==> src/rtl/rst_interrupt_sequencer.sv <==
`default_nettype none
// ============================================================================
// Module   : rst_interrupt_sequencer
// Brief    : XPT timing-state counter plus interrupt latch/arbiter that
//            injects RST opcodes into the Source bus at instruction boundaries.
// Revision : 1.0 - initial release
// ============================================================================
module rst_interrupt_sequencer #(
  parameter int unsigned XPT_W   = 5,
  parameter int unsigned XPT_MAX = 31
) (
  input  logic             clock,
  input  logic             notReset,
  input  logic             enable,
  input  logic             wait_req,
  input  logic             reset_xpt,
  input  logic             ei,
  input  logic             di,
  input  logic [7:0]       irq,
  input  logic [7:0]       irq_mask,
  input  logic [7:0]       fetched_op,
  output logic [XPT_W-1:0] XPT,
  output logic [XPT_W-1:0] notXPT,
  output logic [7:0]       Source,
  output logic [7:0]       notSource,
  output logic             inject_active,
  output logic             inhibit_pc_inc,
  output logic             int_ack,
  output logic [2:0]       int_vector,
  output logic             ie,
  output logic [7:0]       pending,
  output logic             xpt_stuck
);

  localparam logic [0:0]       c_ST_NORMAL = 1'b0;
  localparam logic [0:0]       c_ST_INJECT = 1'b1;
  localparam logic [XPT_W-1:0] c_XPT_MAX   = XPT_W'(XPT_MAX);
  localparam logic [XPT_W-1:0] c_XPT_PRE   = XPT_W'(XPT_MAX - 1);
  localparam logic [XPT_W-1:0] c_XPT_FETCH = XPT_W'(3);

  logic [XPT_W-1:0] r_xpt;
  logic [0:0]       r_state;
  logic             r_ie;
  logic [7:0]       r_pending;
  logic [7:0]       r_irq_prev;
  logic [2:0]       r_vec;
  logic             r_int_ack;
  logic             r_xpt_stuck;

  logic             w_step;
  logic             w_boundary;
  logic [7:0]       w_req;
  logic [7:0]       w_rise;
  logic [7:0]       w_clr;
  logic [2:0]       w_sel;
  logic             w_accept;

  assign w_step     = enable & ~wait_req;
  assign w_boundary = w_step & reset_xpt;
  assign w_rise     = irq & ~r_irq_prev;
  assign w_req      = r_pending & irq_mask;
  assign w_accept   = w_boundary & r_ie & (|w_req);

  // Scan downward so the lowest set index is the one left in w_sel
  always_comb begin
    w_sel = 3'd0;
    for (int i = 7; i >= 0; i--) begin
      if (w_req[i]) begin
        w_sel = 3'(i);
      end
    end
  end

  always_comb begin
    w_clr = 8'h00;
    if (w_accept) begin
      w_clr[w_sel] = 1'b1;
    end
  end

  always_ff @(posedge clock or negedge notReset) begin
    if (!notReset) begin
      r_xpt       <= '0;
      r_xpt_stuck <= 1'b0;
    end else if (w_boundary) begin
      r_xpt <= '0;
    end else if (w_step) begin
      if (r_xpt != c_XPT_MAX) begin
        r_xpt <= r_xpt + 1'b1;
      end
      if (r_xpt >= c_XPT_PRE) begin
        r_xpt_stuck <= 1'b1;
      end
    end
  end

  // A rising edge in the same cycle as the ack clear keeps the bit set
  always_ff @(posedge clock or negedge notReset) begin
    if (!notReset) begin
      r_irq_prev <= 8'h00;
      r_pending  <= 8'h00;
    end else begin
      r_irq_prev <= irq;
      r_pending  <= (r_pending & ~w_clr) | w_rise;
    end
  end

  always_ff @(posedge clock or negedge notReset) begin
    if (!notReset) begin
      r_ie <= 1'b0;
    end else if (di || w_accept) begin
      r_ie <= 1'b0;
    end else if (ei) begin
      r_ie <= 1'b1;
    end
  end

  always_ff @(posedge clock or negedge notReset) begin
    if (!notReset) begin
      r_state   <= c_ST_NORMAL;
      r_vec     <= 3'd0;
      r_int_ack <= 1'b0;
    end else begin
      r_int_ack <= w_accept;
      if (w_accept) begin
        r_vec <= w_sel;
      end
      if (w_boundary) begin
        r_state <= w_accept ? c_ST_INJECT : c_ST_NORMAL;
      end
    end
  end

  assign XPT            = r_xpt;
  assign notXPT         = ~r_xpt;
  assign inject_active  = (r_state == c_ST_INJECT);
  assign Source         = inject_active ? {2'b11, r_vec, 3'b111} : fetched_op;
  assign notSource      = ~Source;
  assign inhibit_pc_inc = inject_active & (r_xpt <= c_XPT_FETCH);
  assign int_ack        = r_int_ack;
  assign int_vector     = r_vec;
  assign ie             = r_ie;
  assign pending        = r_pending;
  assign xpt_stuck      = r_xpt_stuck;

endmodule
`default_nettype wire

==> config.mk <==
export PLATFORM = sky130hd
export DESIGN_NAME = rst_interrupt_sequencer
export DESIGN_NICKNAME = d
export VERILOG_FILES = /design/src/rtl/rst_interrupt_sequencer.sv
export SDC_FILE = /design/constraint.sdc
export NUM_CORES = 1
export LEC_CHECK = 0
export ABC_AREA = 1
export ABC_CLOCK_PERIOD_IN_PS = 2200
export CAP_MARGIN = 20
export CORE_MARGIN = 5
export CORE_UTILIZATION = 35
export DETAILED_ROUTE_END_ITERATION = 10
export MAX_ROUTING_LAYER = met4
export PLACE_DENSITY = 0.72
export SYNTH_ARGS = -nofsm -noshare
export SYNTH_HDL_FRONTEND = slang
export SYNTH_SLANG_ARGS = --single-unit
==> constraint.sdc <==
create_clock -name clock -period 2.2 [get_ports clock]
set_input_delay 0.44 -clock clock [delete_from_list [all_inputs] [get_ports clock]]
set_output_delay 0.44 -clock clock [all_outputs]
set_load 0.005 [all_outputs]
---- Word level (Yosys, flattened, before mapping) ----
Index checks and enable logic that the tools add are counted.
storage, ports and cells
  input port bits ......................... 31
  output and inout bits ................... 42
  bits in registers ....................... 28
  logic and storage cells ................. 55
cells by class
  equality and inequality tests ........... 1
  bitwise gates (word level) .............. 15
  add/sub/neg operators ................... 1
  reductions and logical operators ........ 8
  $lt $le $gt $ge ......................... 4
  multiplexer cells ....................... 18
operator list
  kind                                                                           number
  8-bit AND                                                                      3
  3-bit two-way mux                                                              8
  8-bit NOT                                                                      3
  8-bit two-way mux                                                              2
  5-bit two-way mux                                                              3
  8-bit bitwise OR                                                               1
  8-bit OR reduction                                                             1
  2-bit nonzero test                                                             3
  5-bit by 1-bit adder with 5-bit output (second input constant)                 1
  1-bit AND                                                                      5
  5-bit >= comparator (second input constant)                                    1
  5-bit by 2-bit <= comparator with 1-bit output (second input constant)         1
  5-bit != test (second input constant)                                          1
  5-bit NOT                                                                      1
  3-bit by 4-bit less-than comparator with 1-bit output (second input constant)  1
  1-bit two-way mux                                                              4
  1-bit demux with 3-bit select                                                  1
  3-bit by 1-bit >= comparator with 1-bit output (second input constant)         1
  3-bit AND reduction                                                            1
  1-bit NOT                                                                      2
  2-bit AND reduction                                                            1
  1-bit logical AND                                                              1
  1-bit logical OR                                                               1

---- Longest topological paths before layout ----
  depth after elaboration ................. 17
  gate-level depth with buffers ........... 12
  gate-level depth less buffers ........... 12

---- Worst setup path after synthesis ----
No wires, ideal clock.
  path type ............................... register to register
  from .................................... register r_xpt[1] (netlist: XPT[1])
  to ...................................... register r_xpt[3] (netlist: XPT[3])
  data required time ...................... 2.081 ns
  stages on the path, launching flop included .. 11
  setup slack ............................. 0.489 ns
  library setup time ...................... 0.119 ns
  period minus slack after synthesis ...... 1.711 ns
  arrival time ............................ 1.593 ns
  buffers on the path ..................... 0
  path through ............................ dfrtp_1 -> ha_1 -> inv_1 -> nor2_1 -> ha_1 -> inv_1 -> o21ai_0 -> inv_1 -> nand4_1 -> xor2_1 -> nor2_1
between the ends
  cells in the longest elaborated chain, start to end .. 4
  elaborated cells between the ends (all ways) .. 7
  classes of those cells .................. 1 x add/sub; 1 x eq/ne; 3 x mux; 2 x reduce/logical
RTL lines
  item                                    line  source
  start: declaration                      41    logic [XPT_W-1:0] r_xpt;
  start signal: assignment                89    r_xpt <= r_xpt + 1'b1;
  5-bit by 1-bit adder with 5-bit output  89
  5-bit two-way mux                       88    if (r_xpt != c_XPT_MAX) begin
  5-bit two-way mux                       87    end else if (w_step) begin
  5-bit two-way mux                       85    end else if (w_boundary) begin
Several ways; a longest one is shown, not always the timed one. The select of a mux whose other input is x is not followed.
A chain may end at the register's enable or synchronous reset.

---- Worst setup path after layout ----
  from .................................... register r_state (netlist: inject_active)
  to ...................................... output notSource[3]
between the ends
  cells in the longest elaborated chain, start to end .. 2
RTL lines
  item                      line  source
  start: declaration        42    logic [0:0] r_state;
  start signal: assignment  120   r_state <= c_ST_NORMAL;
  start signal: assignment  129   r_state <= w_accept ? c_ST_INJECT : c_ST_NORMAL;
  8-bit two-way mux         137   assign Source = inject_active ? {2'b11, r_vec, 3'b111} : fetched_op;
  8-bit NOT                 138   assign notSource = ~Source;
  end: declaration          25    output logic [7:0] notSource,
No other way between the ends.

==> key figures <==
Status
  • Run status: finished clean

Synthesis
  • Mapped Cells: 175
  • Register area share after synthesis: 48.7%
  • Syn_nets: 209
  • Synth area leaders: dfrtp_1 (49%), nand2_1 (12%), inv_1 (8.6%), nor2_1 (3.6%), o21ai_0 (3.5%)
  • FF+latch count, synth: 28
  • YS warnings: 0
  • Synthesized area: 1440 µm²
  • Area share of the largest cell type after synthesis: 48.7%
  • Avg Cell Area, Syn: 8.23 µm²
  • Distinct cells, synth: 28
  • Yosys top cell by area: dfrtp_1

Finish
  • Layout area overhead: 57.6%
  • Final #Nets: 287
  • Proportion of layout cells with a drive suffix above 1: 11.2%
  • Final Core Density: 56.7%
  • Leading cell type in the layout, fill and taps excluded: clkdlybuf4s50_1
  • Area of the multi-input gates: 583 µm²
  • Reg area: 702 µm²
  • Commonest cells after routing, fill and taps aside: clkdlybuf4s50_1 (72), nand2_1 (47), inv_1 (33)
  • Diodes inserted: 0
  • Fillcell total: 384

Power
  • Leakage: 1.10 nW
  • Pwr dens: 614 nW/µm²
  • Maximum VDD drop: 0.000320 V

Detailed routing
  • Starting DRC count in detailed routing: 26
  • Drt pass-1 iters: 4
  • Vias post-DR: 1,332
  • Via-to-Cell Ratio: 4.43
  • Antenna-violating nets left: 0
  • Wire per inst: 11.2 µm
  • Final wirelength: 3380 µm
  • DR DRC count: 0

Setup path
  • CP max FO: 3
  • Worst EP arrival: 1.64 ns
  • Critical path type: flip-flop to output pin
  • Req. time, crit path: 1.76 ns
  • Crit end category: output pin
  • Setup crit start kind: flip-flop

Timing
  • Tmin final: 2.08 ns
  • RSZ-0062 raised after global routing: no
  • Setup violators final: 0
  • Final worst slack: 0.121 ns
  • Setup Skew: 0.00341 ns
  • Final period util: 94.5%
  • Hold Violations, Final: 0
  • Slew HR: 76.7%
  • Slew Limit Fails: 0
  • Setup_tns: 0 ns
  • Fmax: 0.481 GHz
  • Worst slew pin tran: 0.350 ns

GRT
  • Total congestion overflow: 0
  • First-pass GRT wire length: 5200 µm
  • Initial antenna violation count: 0
  • Total track usage: 12.3%
  • Largest net degree at the start of global routing: 29
  • Vias in the first global route: 1,189

Clocking
  • CTS tree: yes
  • Root Buffer: clkbuf_8
  • CTS sink cnt: 28
  • H-tree depth: 1
  • Clock transition at the registers of the reported paths: 0.09 ns
  • CTS Buf Count: 3
  • Worst-Skew Late Latency: 0.27 ns
  • Clock buffer depth: 2

Die
  • IO Count: 73
  • DIE WIDTH: 74.1 µm
  • Die Y: 74.1 µm
  • Core area: 4000 µm²
  • Row count: 23
  • Starting Density: 36.0%
  • DIE AREA: 5500 µm²

Flow run
  • Max-cap violations: 0

Place
  • Placer Congestion: 0.816
  • # port buffers: 72
  • DP Wirelength: 2840 µm
  • Pre-CTS setup slack: 0.156 ns

Worst hold path
  • Hold Crit Class: flip-flop to flip-flop
==> kinds of logic (layout without fill, tap and decap cells) <==
family,Yosys count,after routing,share of synthesized area [%]
xor+xnor,2,2,1.22
flops,28,28,48.7
compound gates,17,17,6.52
buf+inv,38,114,10.9
fa+ha+maj,3,3,2.61
simple gates,87,87,30.1
==> metrics by stage <==
step	total power [mW]	cell area [µm²]	hold slack, ns	cells
finish	1.39	2270	0.477	301
global route	1.49	2270	0.503	301
CTS	1.42	2270	0.479	301
detailed placement	1.14	2230	0.462	298
global placement	1.13	2230	0.455	298
floorplan	0.799	1440	0.144	175
==> synthesized netlist by cell type (all sizes together) <==
library cell,instances
nand2,53
a21oi,3
nand3,5
nor3,2
buf,1
o21ai,12
dfrtp,28
inv,36
nand4,6
a31o,1
clkbuf,1
nor2,19
or2,2
a31oi,1
ha,3
xor2,2
==> worst max-delay path, stage by stage, from the launching register on <==
cell,delay [ns]
dfrtp_1,0.40
inv_1,0.07
or2_2,0.27
o21ai_0,0.10
clkdlybuf4s50_1,0.54
==> repair_timing <==
action                     4_1_cts  5_1_grt
gates resized for setup          0        1
hold buffers                     0        0
setup endpoints to repair        0        1
buffers inserted                 0        0
==> layout make-up <==
type | instances | share of cell area [%]
inverters | 36 | 6.06
well taps | 50 | 2.76
flip-flops and latches | 28 | 30.9
clock buffers | 3 | 1.82
repair buffers | 75 | 32.7
multi-input cells | 109 | 25.7
==> final timing paths <==
| path | start | end | slack (ns) | cells past startpoint |
|---|---|---|---|---|
| max | inject_active | notSource[3] | 0.12 | 4 |
| min | r_irq_prev[6] | pending[6] | 0.48 | 3 |
| max reg2reg | XPT[0] | XPT[3] | 0.39 | 10 |
| min reg2reg | r_irq_prev[6] | pending[6] | 0.48 | 3 |
| max in group asynchronous | notReset | XPT[1] | 1.38 | 2 |
| min in group asynchronous | notReset | r_irq_prev[5] | 0.54 | 2 |
==> per-layer routing <==
metal,wire [µm],vias up,global-route usage [%]
li1,-,691,-
met1,1480,592,15.7
met2,1560,44,19.8
met3,310,5,2.84
met4,34,0,3.02
met5,0,-,-
==> report_power, final <==
| group | total [mW] | internal [mW] | switching, mW |
|---|---|---|---|
| clock network | 0.272 | 0.123 | 0.149 |
| registers | 0.618 | 0.569 | 0.0486 |
| logic | 0.504 | 0.309 | 0.196 |
==> registers in the layout, summed over array words and instances, names as in the netlist <==
name,flops
inject_active,1
r_irq_prev,8
ie,1
pending,8
int_vector,3
xpt_stuck,1
XPT,5
int_ack,1
Power figures use the tool's default switching activity.
